==> config.mk <==
export PLATFORM = sky130hd
export DESIGN_NAME = ets_phase_sweeper
export DESIGN_NICKNAME = d
export VERILOG_FILES = /design/src/rtl/ets_phase_sweeper.sv
export SDC_FILE = /design/constraint.sdc
export NUM_CORES = 1
export LEC_CHECK = 0
export ABC_AREA = 1
export CORE_MARGIN = 3
export CORE_UTILIZATION = 40
export CTS_BUF_LIST = sky130_fd_sc_hd__clkbuf_8
export CTS_CLUSTER_DIAMETER = 30
export DETAILED_ROUTE_END_ITERATION = 8
export PLACE_DENSITY = 0.67
export SLEW_MARGIN = 20
export SYNTH_ARGS = -nofsm -noshare
export SYNTH_HDL_FRONTEND = slang
export SYNTH_SLANG_ARGS = --single-unit
==> constraint.sdc <==
create_clock -name aclk -period 2.5 [get_ports aclk]
set_input_delay 0.25 -clock aclk [delete_from_list [all_inputs] [get_ports aclk]]
set_output_delay 0.25 -clock aclk [all_outputs]
set_load 0.005 [all_outputs]
==> src/rtl/ets_phase_sweeper.sv <==
// Equivalent-time sampling sweep sequencer: steps phase_t, settles, accumulates ADC samples, emits one beat per step.
// Define ETS_ACC_SATURATE_EN to clamp the accumulator instead of wrapping it.
module ets_phase_sweeper #(
  parameter int SAMPLE_W   = 16,
  parameter int ACC_W      = 32,
  parameter int DWELL_W    = 16,
  parameter int SETTLE_CYC = 4
) (
  input  logic                aclk,
  input  logic                aresetn,
  input  logic                start,
  input  logic                abort,
  input  logic [6:0]          cfg_t_min,
  input  logic [6:0]          cfg_t_max,
  input  logic [DWELL_W-1:0]  cfg_dwell,
  output logic [7:0]          phase_t,
  input  logic [31:0]         map_average,
  input  logic [SAMPLE_W-1:0] s_tdata,
  input  logic                s_tvalid,
  output logic                s_tready,
  output logic [6:0]          m_t,
  output logic [31:0]         m_time,
  output logic [ACC_W-1:0]    m_sum,
  output logic                m_tvalid,
  input  logic                m_tready,
  output logic                m_tlast,
  output logic                busy,
  output logic                done,
  output logic                cfg_err,
  output logic                aborted
);

  localparam logic [1:0] S_IDLE   = 2'd0;
  localparam logic [1:0] S_SETTLE = 2'd1;
  localparam logic [1:0] S_ACCUM  = 2'd2;
  localparam logic [1:0] S_EMIT   = 2'd3;

  localparam int SET_W = (SETTLE_CYC > 1) ? $clog2(SETTLE_CYC) : 1;
  localparam logic [SET_W-1:0] SET_LAST = SET_W'(SETTLE_CYC - 1);

  logic [1:0]         state;
  logic [6:0]         t_max_q;
  logic [DWELL_W-1:0] dwell_q;
  logic [SET_W-1:0]   settle_cnt;
  logic [ACC_W-1:0]   acc;
  logic [DWELL_W-1:0] cnt;

  logic               cfg_ok;
  logic               idle_start;
  logic               take_abort;
  logic               s_hs;
  logic               m_hs;
  logic [DWELL_W-1:0] cnt_next;
  logic               last_sample;
  logic [ACC_W:0]     sum_wide;
  logic [ACC_W-1:0]   acc_next;

  // Handshake and control decode; stream ready/valid come only from the state register.
  assign s_tready = (state == S_ACCUM);
  assign m_tvalid = (state == S_EMIT);
  assign busy     = (state != S_IDLE);

  always_comb begin
    cfg_ok      = (cfg_t_min >= 7'd2) && (cfg_t_max <= 7'd120) &&
                  (cfg_t_min <= cfg_t_max) && (cfg_dwell != '0);
    idle_start  = (state == S_IDLE) && start && !abort;
    take_abort  = (state != S_IDLE) && abort;
    s_hs        = (state == S_ACCUM) && s_tvalid;
    m_hs        = (state == S_EMIT) && m_tready;
    cnt_next    = cnt + DWELL_W'(1);
    last_sample = s_hs && (cnt_next == dwell_q);
    sum_wide    = {1'b0, acc} + {1'b0, ACC_W'(s_tdata)};
`ifdef ETS_ACC_SATURATE_EN
    acc_next    = sum_wide[ACC_W] ? {ACC_W{1'b1}} : sum_wide[ACC_W-1:0];
`else
    acc_next    = sum_wide[ACC_W-1:0];
`endif
  end

  // Sweep FSM, phase index and latched configuration.
  always_ff @(posedge aclk or negedge aresetn) begin
    if (!aresetn) begin
      state      <= S_IDLE;
      phase_t    <= 8'd0;
      t_max_q    <= 7'd0;
      dwell_q    <= '0;
      settle_cnt <= '0;
    end else begin
      case (state)
        S_IDLE: begin
          if (idle_start && cfg_ok) begin
            state      <= S_SETTLE;
            phase_t    <= {1'b0, cfg_t_min};
            t_max_q    <= cfg_t_max;
            dwell_q    <= cfg_dwell;
            settle_cnt <= '0;
          end
        end
        S_SETTLE: begin
          if (abort) begin
            state <= S_IDLE;
          end else if (settle_cnt == SET_LAST) begin
            state <= S_ACCUM;
          end else begin
            settle_cnt <= settle_cnt + SET_W'(1);
          end
        end
        S_ACCUM: begin
          if (abort) begin
            state <= S_IDLE;
          end else if (last_sample) begin
            state <= S_EMIT;
          end
        end
        S_EMIT: begin
          if (abort) begin
            state <= S_IDLE;
          end else if (m_tready) begin
            if (m_tlast) begin
              state <= S_IDLE;
            end else begin
              state      <= S_SETTLE;
              phase_t    <= phase_t + 8'd1;
              settle_cnt <= '0;
            end
          end
        end
        default: state <= S_IDLE;
      endcase
    end
  end

  // Accumulator is cleared while settling so every step starts from zero.
  always_ff @(posedge aclk or negedge aresetn) begin
    if (!aresetn) begin
      acc <= '0;
      cnt <= '0;
    end else if (state == S_SETTLE) begin
      acc <= '0;
      cnt <= '0;
    end else if (s_hs) begin
      acc <= acc_next;
      cnt <= cnt_next;
    end
  end

  // Result beat is captured on the final sample so it includes that sample.
  always_ff @(posedge aclk or negedge aresetn) begin
    if (!aresetn) begin
      m_t     <= 7'd0;
      m_time  <= 32'd0;
      m_sum   <= '0;
      m_tlast <= 1'b0;
    end else if (last_sample && !abort) begin
      m_t     <= phase_t[6:0];
      m_time  <= map_average;
      m_sum   <= acc_next;
      m_tlast <= (phase_t[6:0] == t_max_q);
    end
  end

  always_ff @(posedge aclk or negedge aresetn) begin
    if (!aresetn) begin
      done    <= 1'b0;
      aborted <= 1'b0;
      cfg_err <= 1'b0;
    end else begin
      done    <= m_hs && m_tlast && !abort;
      aborted <= take_abort;
      if (idle_start) begin
        cfg_err <= !cfg_ok;
      end
    end
  end

endmodule

==> out/qor.csv, run 1 <==
metric,value,unit
clock sink total,158,
fillers,2065,
Required @ worst endpoint,2.86,ns
Via Count,8618,
clock latency of the later-clocked register in the worst-skew pair,0.47,ns
global-route wire length before repair,41400,um
deepest clock path buffer count,2,
number of enable flip-flop cells after synthesis,0,
fraction of synthesis flops using an asynchronous set or reset pin,100,%
worst min-delay path class,input port to async pin,
y dimension of the die,156,um
total internal power,0.00498,W
Post-Syn Area per Cell,7.57,um^2
"flops & latches, synth",158,
final HPWL from detailed placement,18000,um
Layout Nets,1491,
instance count after placement with tap cells included,1628,
total detailed-routing wirelength,25700,um
maximum level of the CTS H-tree,4,
number of global-route vias before repair,8246,
leftover overflow at the end of global routing,0,
Register Area,0.00395,mm^2
Final Max Slew Viols,0,
start-to-end type of the worst setup path,flip-flop to flip-flop,
prevailing post-synth register cell,sky130_fd_sc_hd__dfrtp_1,
TritonCTS clock tree,built,
NetSw,0.00294,W
largest net degree at the start of global routing,73,
Post-Synthesis Net Count,1306,
worst clock skew,0.0180,ns
Antenna diodes,0,
M1 wire length,12100,um
pwr/cell area,676,mW/mm^2
I/O pins,170,
fraction of power consumed by the clock network,25.6,%
footprint of the multi-input gates,0.00444,mm^2
clock root buffer,sky130_fd_sc_hd__clkbuf_8,
Avg Vias per Cell,5.16,
sequential share of the synthesized area,43.9,%
number of rows created at floorplan,54,
number of buffers created by CTS,17,
post-synth design cell area,0.00901,mm^2
layout overhead on the synthesized area,30.0,%
antenna violations before repair,0,
ratio of cells with drive above 1 in the final layout,6.98,%
Post-route DRC,0,
Combinational Power Share,34.0,%
origin of the critical flop-to-flop path,cnt[0]$_DFFE_PN0P_,
hold violation total from the final report,0,
area of the die,0.0244,mm^2
result of the run,completed,
critical-path maximum fanout,36,
cells taking the most area after synthesis,"sky130_fd_sc_hd__dfrtp_1 (44%), sky130_fd_sc_hd__nand2_1 (18%), sky130_fd_sc_hd__nand4_1 (6.0%)",
total routing resource utilization after global routing,20.8,%
startpoint kind of the worst setup timing path,flip-flop,
unrepaired setup endpoints after global routing,yes,
slew margin rel.,57.1,%
area share of the largest cell type after synthesis,43.9,%
transition at the pin with the smallest max-transition slack,0.643,ns
post-layout utilization of the core,53.4,%
antenna-violating nets left,0,
reported max-cap violation count,0,
maximum vdd ir drop,0.000418,V
average detailed-routed wire length per instance,15.4,um
crit path from,cnt[0]$_DFFE_PN0P_,
number of detailed-routing iterations run before antenna repair,5,
iteration-0 DRC count of the detailed router,643,
amount of wire on met2 after detailed routing,12200,um
number of unique standard cell types used by synthesis,35,
synthesis warning total,0,
highest layer used for signal routing,met4,
Clock transition at path regs,0.09,ns
Synth Instances,1191,
quantity of I/O buffers inserted on ports,169,
standard cell core area,0.0220,mm^2
highest clock frequency the design can meet,0.419,GHz
CP arrival,2.75,ns
library cell occupying the most area in the post-synthesis netlist,sky130_fd_sc_hd__dfrtp_1,
final-report setup violation count,0,
final critical-path share of the clock period,95.4,%
die extent in x,156,um
reg2reg setup slack,0.11,ns
starting density of the core,41.0,%
"Min Clock Period, post-route",2.39,ns
GP Congestion,0.878,
routed length on met3,1100,um
sequential share of power,40.4,%
endpoint type of the worst setup path,flip-flop,
"number of standard cells in the layout, taps in and fillers out",1669,
leakage power total,5.74,nW
net switching share of the total power,37.1,%
path summary, 6_finish.rpt:
path,to,depth (start not counted)
min in group aclk,m_time[16]$_DFFE_PN0P_,3
worst min-delay path,m_sum[11]$_DFFE_PN0P_,2
worst max-delay path,m_t[6]$_DFFE_PN0P_,15
max in group asynchronous,m_tlast$_DFFE_PN0P_,3
worst max register to register,m_t[6]$_DFFE_PN0P_,15
worst min register to register,m_t[5]$_DFFE_PN0P_,2
cell type report:
class	count	share of cell area [%]
multi-input combinational	875	37.9
sequential	158	33.7
timing repair buffer	210	18.2
inverter	114	3.65
tap	280	2.99
clock buffer	18	2.11
clock inverter	14	1.42
repair_timing:
action / 4_1_cts / 5_1_grt
buffers inserted: 0 / 7
endpoints found under the hold margin: 49 / 0
gates resized for setup: 0 / 17
hold buffers: 1 / 0
setup endpoints to repair: 0 / 74
per-stage QoR:
stage	worst slack [ns]	total power, W	hold slack [ns]	area, um^2	setup TNS, ns
after floorplan	0.350	0.00479	-0.0456	9010	0
after global routing	-0.0520	0.00846	0.320	11700	-2.37
after CTS	0.0480	0.00793	0.299	11600	0
final	0.114	0.00792	0.297	11700	0
after detailed placement	-0.0344	0.00589	0.246	11100	-0.133
after global placement	-0.000262	0.00585	0.244	11100	-0.000262
logic make-up (layout without fill, tap and decap cells):
kind of cell	count (synthesis)	in the layout	share of synthesized area, %
buffers and inverters	158	356	7.36
flip-flops	158	158	43.9
AO/OA/AOI/OAI	121	121	7.52
adder cells (fa/ha/maj)	31	31	4.39
XOR/XNOR	32	32	3.26
AND/OR/NAND/NOR	691	691	33.6
cell usage after synthesis, types with 2 or more instances:
master / count
sky130_fd_sc_hd__a21oi_1: 22
sky130_fd_sc_hd__a22o_1: 13
sky130_fd_sc_hd__a31oi_1: 2
sky130_fd_sc_hd__and2_1: 2
sky130_fd_sc_hd__buf_1: 4
sky130_fd_sc_hd__buf_2: 14
sky130_fd_sc_hd__buf_6: 7
sky130_fd_sc_hd__clkbuf_1: 19
sky130_fd_sc_hd__clkinv_1: 3
sky130_fd_sc_hd__dfrtp_1: 158
sky130_fd_sc_hd__ha_1: 30
sky130_fd_sc_hd__inv_1: 111
sky130_fd_sc_hd__nand2_1: 421
sky130_fd_sc_hd__nand2_2: 3
sky130_fd_sc_hd__nand3_1: 73
sky130_fd_sc_hd__nand3b_1: 5
sky130_fd_sc_hd__nand4_1: 86
sky130_fd_sc_hd__nor2_1: 68
sky130_fd_sc_hd__nor2_2: 2
sky130_fd_sc_hd__nor2_4: 4
sky130_fd_sc_hd__nor3_1: 13
sky130_fd_sc_hd__nor4_1: 8
sky130_fd_sc_hd__o21a_1: 2
sky130_fd_sc_hd__o21ai_0: 68
sky130_fd_sc_hd__o21ai_1: 3
sky130_fd_sc_hd__o22ai_1: 9
sky130_fd_sc_hd__or2_2: 4
sky130_fd_sc_hd__xnor2_1: 9
sky130_fd_sc_hd__xor2_1: 22
registers in the layout, summed over array words and instances (netlist names), 7 cells and up:
register and cells:
dwell_q 16, t_max_q 7, m_sum 32, m_time 32, cnt 16, acc 32, m_t 7, phase_t 8
routing by layer:
layer | vias up | global-route usage, %
met2 | 215 | 34.1
met3 | 22 | 3.36
met1 | 4086 | 28.9
met4 | 0 | 5.46
met5 | - | 0
li1 | 4295 | -
cell usage in the layout, fill, tap and decap left out, types with 3 or more instances in the layout:
master and count:
sky130_fd_sc_hd__clkinvlp_4 3, sky130_fd_sc_hd__o22ai_1 9, sky130_fd_sc_hd__nand3_1 73, sky130_fd_sc_hd__xor2_1 21
sky130_fd_sc_hd__o21ai_0 67, sky130_fd_sc_hd__nand2_2 5, sky130_fd_sc_hd__nand4_1 86, sky130_fd_sc_hd__a22o_1 13
sky130_fd_sc_hd__or2_2 4, sky130_fd_sc_hd__nor2_1 65, sky130_fd_sc_hd__buf_4 30, sky130_fd_sc_hd__o21ai_1 3
sky130_fd_sc_hd__nand3b_1 5, sky130_fd_sc_hd__nor4_1 8, sky130_fd_sc_hd__nor3_1 13, sky130_fd_sc_hd__clkinv_2 3
sky130_fd_sc_hd__a21oi_1 22, sky130_fd_sc_hd__xnor2_1 9, sky130_fd_sc_hd__inv_1 112, sky130_fd_sc_hd__buf_12 6
sky130_fd_sc_hd__dfrtp_1 158, sky130_fd_sc_hd__bufinv_16 3, sky130_fd_sc_hd__nor2_4 5, sky130_fd_sc_hd__nand2_1 418
sky130_fd_sc_hd__ha_1 28, sky130_fd_sc_hd__nor2_2 4, sky130_fd_sc_hd__clkdlybuf4s50_1 168, sky130_fd_sc_hd__clkbuf_8 18
worst max-delay path: stages (launching register included):
cell and delay, ns:
sky130_fd_sc_hd__dfrtp_1 0.37, sky130_fd_sc_hd__ha_2 0.21, sky130_fd_sc_hd__nand2_4 0.08, sky130_fd_sc_hd__nor2_4 0.20, sky130_fd_sc_hd__nand3_1 0.09, sky130_fd_sc_hd__nand2_1 0.14, sky130_fd_sc_hd__nor2_1 0.06, sky130_fd_sc_hd__nor2_1 0.13
sky130_fd_sc_hd__inv_1 0.06, sky130_fd_sc_hd__nor2_2 0.13, sky130_fd_sc_hd__nand2_2 0.08, sky130_fd_sc_hd__nor2_4 0.18, sky130_fd_sc_hd__nand3_4 0.14, sky130_fd_sc_hd__clkbuf_16 0.27, sky130_fd_sc_hd__nand2_1 0.09, sky130_fd_sc_hd__nand2_1 0.05
power by group through the flow:
stage,Combinational [W],Sequential [W],Clock (W)
after detailed placement,0.00265,0.00324,0
after global routing,0.00303,0.00325,0.00219
after floorplan,0.00163,0.00316,0
after global placement,0.00262,0.00323,0
final,0.00269,0.00320,0.00203
after CTS,0.00266,0.00319,0.00208
Power figures use the tool's default switching activity.
==> inputs of run 2 (changes only) <==
--- a/config.mk
+++ b/config.mk
@@ -11,7 +11,8 @@
 export CTS_BUF_LIST = sky130_fd_sc_hd__clkbuf_8
 export CTS_CLUSTER_DIAMETER = 30
 export DETAILED_ROUTE_END_ITERATION = 8
-export PLACE_DENSITY = 0.67
+export DONT_BUFFER_PORTS = 1
+export PLACE_DENSITY = 0.57
 export SLEW_MARGIN = 20
 export SYNTH_ARGS = -nofsm -noshare
 export SYNTH_HDL_FRONTEND = slang
==> run 2 against run 1 <==
The run now ends with hold timing, setup timing left. Critical path depth grew 1. Sequential power is essentially flat. Register-to-register slack lost 0.15 ns. Critical path type unchanged. Global-route usage shrank 0.66 points. Sequential cell count is the same. Combinational power shrank 8.6%. Hold slack lost 0.82 ns. Routed wire length grew 5.2%. Maximum frequency shrank 6.0%. Sequential share of layout area grew 2.8 points. Largest power group unchanged. Cell count shrank 6.5%. Largest cell class unchanged.
==> out/qor.csv, run 2 (synthesized netlist as in run 1, its figures left out) <==
metric,value,unit
cell repeated most along the worst path,sky130_fd_sc_hd__nand2_1,
antenna violations before repair,0,
Via Count,8233,
number of buffers created by CTS,17,
net switching share of the total power,39.6,%
Required @ worst endpoint,2.85,ns
deepest clock path buffer count,2,
start-to-end type of the worst setup path,flip-flop to flip-flop,
Post-route DRC,0,
startpoint kind of the worst setup timing path,flip-flop,
CP arrival,2.89,ns
unrepaired setup endpoints after global routing,yes,
leftover overflow at the end of global routing,0,
hold_ws,-0.525,ns
worst clock skew,0.0155,ns
largest net degree at the start of global routing,159,
area of the die,0.0244,mm^2
highest clock frequency the design can meet,0.394,GHz
Avg Vias per Cell,5.28,
Antenna diodes,0,
number of global-route vias before repair,7801,
quantity of I/O buffers inserted on ports,0,
largest registers in the final layout,"acc: 32 flops, m_sum: 32 flops, m_time: 32 flops",
TritonCTS clock tree,built,
clock root buffer,sky130_fd_sc_hd__clkbuf_8,
slew margin rel.,38.6,%
ratio of cells with drive above 1 in the final layout,11.1,%
transition at the pin with the smallest max-transition slack,0.920,ns
sequential share of power,42.4,%
Fin Setup TNS,-1.05,ns
fraction of power consumed by the clock network,25.4,%
Register Area,0.00396,mm^2
die extent in x,156,um
iteration-0 DRC count of the detailed router,593,
Clock transition at path regs,0.10,ns
clock latency of the later-clocked register in the worst-skew pair,0.47,ns
"Min Clock Period, post-route",2.54,ns
fillers,2161,
number of hold buffers added after cts,64,
number of rows created at floorplan,54,
pwr/cell area,703,mW/mm^2
starting density of the core,41.0,%
hold violation total from the final report,158,
standard cell core area,0.0220,mm^2
reported max-cap violation count,0,
cell-by-cell trace of the critical path,buf_4 > nand2_1 > nor2_4 > nand2_1 > nand3_1 > nand2_2 > nor2_4 > nand3_1 > nor2_2 > nand2_4 > nor2_4 > buf_12 > nand3_2 > buf_6 > nand2_1 > nand2_1,
maximum level of the CTS H-tree,4,
clock sink total,158,
"number of standard cells in the layout, taps in and fillers out",1560,
layout overhead on the synthesized area,20.2,%
cell area after placement,0.00928,mm^2
"Non-Filler Cell Area, Final",0.0108,mm^2
final-report setup violation count,60,
origin of the critical flop-to-flop path,cnt[1]$_DFFE_PN0P_,
total detailed-routing wirelength,27100,um
total internal power,0.00460,W
Layout Nets,1382,
slack of the critical path,-0.0369,ns
failing checks,"hold timing, setup timing",
y dimension of the die,156,um
instance count after placement with tap cells included,1442,
footprint of the multi-input gates,0.00463,mm^2
reg2reg setup slack,-0.04,ns
"most common cell after layout, fill and taps aside",sky130_fd_sc_hd__nand2_1,
Worst Reg-to-Reg Cells,16,
leakage power total,5.39,nW
Final Max Slew Viols,0,
NetSw,0.00302,W
Slowest Stage Delay on Critical Path,0.45,ns
Combinational Power Share,32.3,%
maximum vdd ir drop,0.000529,V
antenna-violating nets left,0,
most frequent cells in the layout,"sky130_fd_sc_hd__nand2_1 (386), sky130_fd_sc_hd__dfrtp_1 (156), sky130_fd_sc_hd__inv_1 (108), sky130_fd_sc_hd__nand4_1 (86), sky130_fd_sc_hd__nand3_1 (69)",
final critical-path share of the clock period,101,%
number of detailed-routing iterations run before antenna repair,5,
GP Congestion,0.889,
master of the slowest instance on the critical path,sky130_fd_sc_hd__dfrtp_1,
worst min-delay path class,input port to async pin,
final HPWL from detailed placement,17100,um
global-route wire length before repair,39900,um
average detailed-routed wire length per instance,17.4,um
total routing resource utilization after global routing,20.2,%
endpoint type of the worst setup path,flip-flop,
critical-path maximum fanout,9,
capture point of the worst reg-to-reg path,m_sum[31]$_DFFE_PN0P_,
I/O pins,170,
result of the run,finished with violations,
-- run 2: changes by cell type in the layout (fill, tap and decap cells not counted), sizes merged --
cell	delta
buf	-8
bufinv	-2
clkbuf	+2
clkdlybuf4s50	-168
clkinv	-1
clkinvlp	-2
dlygate4sd3	+63
inv	+6
nand3	+1
-- run 2: layout make-up --
| type | count | share of cell area [%] |
|---|---|---|
| flip-flops and latches | 158 | 36.5 |
| inverters | 114 | 3.95 |
| clock inverters | 15 | 1.36 |
| clock buffers | 17 | 2.16 |
| repair buffers | 100 | 10.0 |
| multi-input cells | 876 | 42.8 |
| well taps | 280 | 3.23 |
-- run 2: critical path, delay by kind of cell, from the launching register on --
kind / cells / cell delay, ns
buffers and inverters: 3 / 0.55
and+or+nand+nor: 13 / 1.42
DFF: 1 / 0.45
-- run 2: worst max-delay path by stage --
stage | startpoint | end | slack, ns | depth (start not counted)
global route | cnt[1]$_DFFE_PN0P_ | m_sum[29]$_DFFE_PN0P_ | -0.18 | 14
global placement | cnt[0]$_DFFE_PN0P_ | m_sum[28]$_DFFE_PN0P_ | 0.08 | 14
finish | cnt[1]$_DFFE_PN0P_ | m_sum[31]$_DFFE_PN0P_ | -0.04 | 16
floorplan | cnt[0]$_DFFE_PN0P_ | m_sum[28]$_DFFE_PN0P_ | 0.35 | 14
detailed placement | cnt[0]$_DFFE_PN0P_ | m_time[20]$_DFFE_PN0P_ | 0.02 | 14
CTS | cnt[0]$_DFFE_PN0P_ | m_sum[27]$_DFFE_PN0P_ | 0.02 | 14
-- run 2: power by group through the flow --
stage	logic, W	registers [W]	clock network [W]
6_report	0.00246	0.00323	0.00193
3_5_place_dp	0.00221	0.00327	0
2_1_floorplan	0.00163	0.00316	0
4_1_cts	0.00229	0.00322	0.00199
5_1_grt	0.00276	0.00328	0.00209
3_3_place_gp	0.00219	0.00327	0
-- run 2: timing repair --
item	CTS	global route
endpoints found under the hold margin	221	158
setup endpoints to repair	0	85
gates resized for setup	0	76
buffers inserted	0	11
-- run 2: stage by stage --
stage	utilization [%]	hold WS, ns	total power [W]	worst slack (ns)
finish	49.4	-0.525	0.00762	-0.0369
global route	49.4	-0.568	0.00813	-0.178
CTS	46.9	-0.559	0.00751	0.0226
global placement	42.3	-0.0405	0.00546	0.0817
floorplan	-	-0.0456	0.00479	0.350
detailed placement	42.3	-0.0404	0.00548	0.0186
-- run 2: metal layers --
metal / track usage, % / part of all wire [%] / up-vias
met5: 0 / 0 / -
met4: 6.04 / 2.9 / 0
met3: 4.49 / 4.8 / 48
met2: 32.4 / 47 / 218
met1: 27.4 / 45 / 3880
li1: - / - / 4087
==> inputs of run 3 (changes only) <==
--- a/config.mk
+++ b/config.mk
@@ -6,13 +6,15 @@
 export NUM_CORES = 1
 export LEC_CHECK = 0
 export ABC_AREA = 1
+export CELL_PAD_IN_SITES_DETAIL_PLACEMENT = 1
+export CELL_PAD_IN_SITES_GLOBAL_PLACEMENT = 1
 export CORE_MARGIN = 3
 export CORE_UTILIZATION = 40
-export CTS_BUF_LIST = sky130_fd_sc_hd__clkbuf_8
 export CTS_CLUSTER_DIAMETER = 30
+export CTS_CLUSTER_SIZE = 30
 export DETAILED_ROUTE_END_ITERATION = 8
 export DONT_BUFFER_PORTS = 1
-export PLACE_DENSITY = 0.57
+export PLACE_DENSITY = 0.73
 export SLEW_MARGIN = 20
 export SYNTH_ARGS = -nofsm -noshare
 export SYNTH_HDL_FRONTEND = slang
==> run 3 against run 2 <==
The run still ends with hold timing, setup timing left. Final area up 0.35%. Critical path depth down 2. Setup slack better by 0.033 ns. Via count up 3.2%. Sequential cell count unchanged. Critical path type unchanged. Hold slack better by 0.024 ns. Largest cell class unchanged. Highest routed layer is now met5. Routed wire length up 12%.
==> out/qor.csv, run 3 (synthesized netlist as in run 1, its figures left out) <==
metric,value,unit
result of the run,finished with violations,
failing checks,"hold timing, setup timing",
y dimension of the die,156,um
TritonCTS clock tree,built,
critical-path maximum fanout,20,
most frequent cells in the layout,"sky130_fd_sc_hd__nand2_1 (408), sky130_fd_sc_hd__dfrtp_1 (156), sky130_fd_sc_hd__inv_1 (109), sky130_fd_sc_hd__nand4_1 (86), sky130_fd_sc_hd__nand3_1 (68)",
worst min-delay path class,input port to async pin,
clock latency of the later-clocked register in the worst-skew pair,0.44,ns
standard cell core area,0.0220,mm^2
antenna violations before repair,1,
CP arrival,2.83,ns
DP Worst Slack,-0.0494,ns
total routing resource utilization after global routing,23.8,%
fraction of power consumed by the clock network,31.7,%
total internal power,0.00541,W
largest registers in the final layout,"acc: 32 flops, m_sum: 32 flops, m_time: 32 flops",
Antenna diodes,0,
Layout Nets,1369,
Final Max Slew Viols,0,
ratio of cells with drive above 1 in the final layout,9.39,%
startpoint kind of the worst setup timing path,flip-flop,
hold violation total from the final report,158,
global-route wire length before repair,46200,um
slew margin rel.,52.2,%
number of buffers created by CTS,17,
unrepaired setup endpoints after global routing,yes,
Post-route DRC,0,
origin of the critical flop-to-flop path,cnt[1]$_DFFE_PN0P_,
final-report setup violation count,2,
final critical-path share of the clock period,100,%
Worst Reg-to-Reg Cells,14,
die extent in x,156,um
hold_ws,-0.501,ns
start-to-end type of the worst setup path,flip-flop to flip-flop,
"most common cell after layout, fill and taps aside",sky130_fd_sc_hd__nand2_1,
endpoint type of the worst setup path,flip-flop,
reg2reg setup slack,-0.004,ns
capture point of the worst reg-to-reg path,m_time[10]$_DFFE_PN0P_,
deepest clock path buffer count,2,
number of rows created at floorplan,54,
Avg Vias per Cell,5.49,
I/O pins,170,
quantity of I/O buffers inserted on ports,0,
GP Congestion,0.889,
Required @ worst endpoint,2.82,ns
cell area after placement,0.00936,mm^2
reported max-cap violation count,0,
transition at the pin with the smallest max-transition slack,0.716,ns
average detailed-routed wire length per instance,19.6,um
number of hold buffers added after cts,51,
sequential share of power,37.2,%
maximum vdd ir drop,0.000514,V
NetSw,0.00337,W
net switching share of the total power,38.4,%
leftover overflow at the end of global routing,0,
clock root buffer,sky130_fd_sc_hd__clkbuf_16,
"Min Clock Period, post-route",2.50,ns
number of global-route vias before repair,8784,
largest net degree at the start of global routing,159,
final HPWL from detailed placement,20400,um
slack of the critical path,-0.00409,ns
Via Count,8498,
highest clock frequency the design can meet,0.399,GHz
leakage power total,5.44,nW
total detailed-routing wirelength,30400,um
starting density of the core,41.0,%
Clock transition at path regs,0.08,ns
pwr/cell area,807,mW/mm^2
"Non-Filler Cell Area, Final",0.0109,mm^2
number of detailed-routing iterations run before antenna repair,5,
iteration-0 DRC count of the detailed router,535,
layout overhead on the synthesized area,20.6,%
antenna-violating nets left,0,
maximum level of the CTS H-tree,4,
clock sink total,158,
area of the die,0.0244,mm^2
Combinational Power Share,31.1,%
worst clock skew,0.0140,ns
run 3: changes by cell type in the layout (fill, tap and decap cells not counted), moves of 3 or more:
cell / previous run / this run
sky130_fd_sc_hd__nand2_4: 10 / 2
sky130_fd_sc_hd__clkinv_2: 3 / 0
sky130_fd_sc_hd__clkbuf_16: 5 / 22
sky130_fd_sc_hd__nand2_2: 28 / 14
sky130_fd_sc_hd__clkbuf_8: 17 / 0
sky130_fd_sc_hd__dlygate4sd3_1: 64 / 51
sky130_fd_sc_hd__inv_6: 6 / 3
sky130_fd_sc_hd__buf_12: 2 / 8
sky130_fd_sc_hd__nand2_1: 386 / 408
run 3: layout make-up:
cell class / count / area [um^2]
Clock buffer: 17 / 425
Clock inverter: 15 / 198
Fill cell: 2663 / 11100
Inverter: 114 / 428
Multi-Input combinational cell: 875 / 4530
Sequential cell: 158 / 3960
Tap cell: 280 / 350
Timing Repair Buffer: 88 / 987
run 3: how the worst max path moves through the flow:
stage                       start                     end  cells after the start
2_1_floorplan  cnt[0]$_DFFE_PN0P_   m_sum[28]$_DFFE_PN0P_                     14
3_3_place_gp   cnt[0]$_DFFE_PN0P_   m_sum[13]$_DFFE_PN0P_                     15
3_5_place_dp   cnt[0]$_DFFE_PN0P_   m_sum[13]$_DFFE_PN0P_                     15
4_1_cts        cnt[0]$_DFFE_PN0P_   m_sum[13]$_DFFE_PN0P_                     14
5_1_grt        cnt[0]$_DFFE_PN0P_   m_sum[12]$_DFFE_PN0P_                     14
6_report       cnt[1]$_DFFE_PN0P_  m_time[10]$_DFFE_PN0P_                     14
run 3: power by group through the flow:
stage	Sequential [W]	Combinational [W]	Clock, W
2_1_floorplan	0.00316	0.00163	0
3_3_place_gp	0.00329	0.00228	0
3_5_place_dp	0.00330	0.00235	0
4_1_cts	0.00326	0.00244	0.00284
5_1_grt	0.00331	0.00301	0.00295
6_report	0.00326	0.00273	0.00278
run 3: worst max-delay path: stages, from the launching register on:
cell,delay (ns)
sky130_fd_sc_hd__dfrtp_1,0.40
sky130_fd_sc_hd__ha_4,0.17
sky130_fd_sc_hd__nand2_4,0.07
sky130_fd_sc_hd__nor2_4,0.23
sky130_fd_sc_hd__nand2_2,0.09
sky130_fd_sc_hd__o21ai_1,0.19
sky130_fd_sc_hd__nand3_1,0.13
sky130_fd_sc_hd__nand2_2,0.10
sky130_fd_sc_hd__and2_1,0.16
sky130_fd_sc_hd__nand2_2,0.07
sky130_fd_sc_hd__nor2_4,0.16
sky130_fd_sc_hd__nand3_4,0.21
sky130_fd_sc_hd__clkbuf_16,0.27
sky130_fd_sc_hd__nand2_1,0.07
sky130_fd_sc_hd__nand2_1,0.06
run 3: per-stage QoR:
stage	instances	util, %	hold WS [ns]	setup TNS [ns]	power [W]
after floorplan	1191	-	-0.0456	0	0.00479
after global placement	1448	42.6	-0.0397	0	0.00557
after detailed placement	1448	42.6	-0.0389	-0.0968	0.00566
after CTS	1531	47.9	-0.515	0	0.00854
after global routing	1547	49.5	-0.524	-8.38	0.00926
final	1547	49.5	-0.501	-0.00725	0.00877
run 3: per-layer routing:
| metal | track usage (%) | vias up | share of wire (%) |
|---|---|---|---|
| met3 | 6.16 | 40 | 5.9 |
| met1 | 29.4 | 4187 | 42 |
| met2 | 40.7 | 215 | 50 |
| met5 | 0 | - | 0.036 |
| li1 | - | 4054 | - |
| met4 | 7.71 | 2 | 2.2 |
run 3: repair_timing:
item / 4_1_cts / 5_1_grt
endpoints found under the hold margin: 208 / 158
setup endpoints to repair: 37 / 83
gates resized for setup: 3 / 40
gates cloned: 0 / 6
pin swaps: 0 / 6
setup buffers: 0 / 10
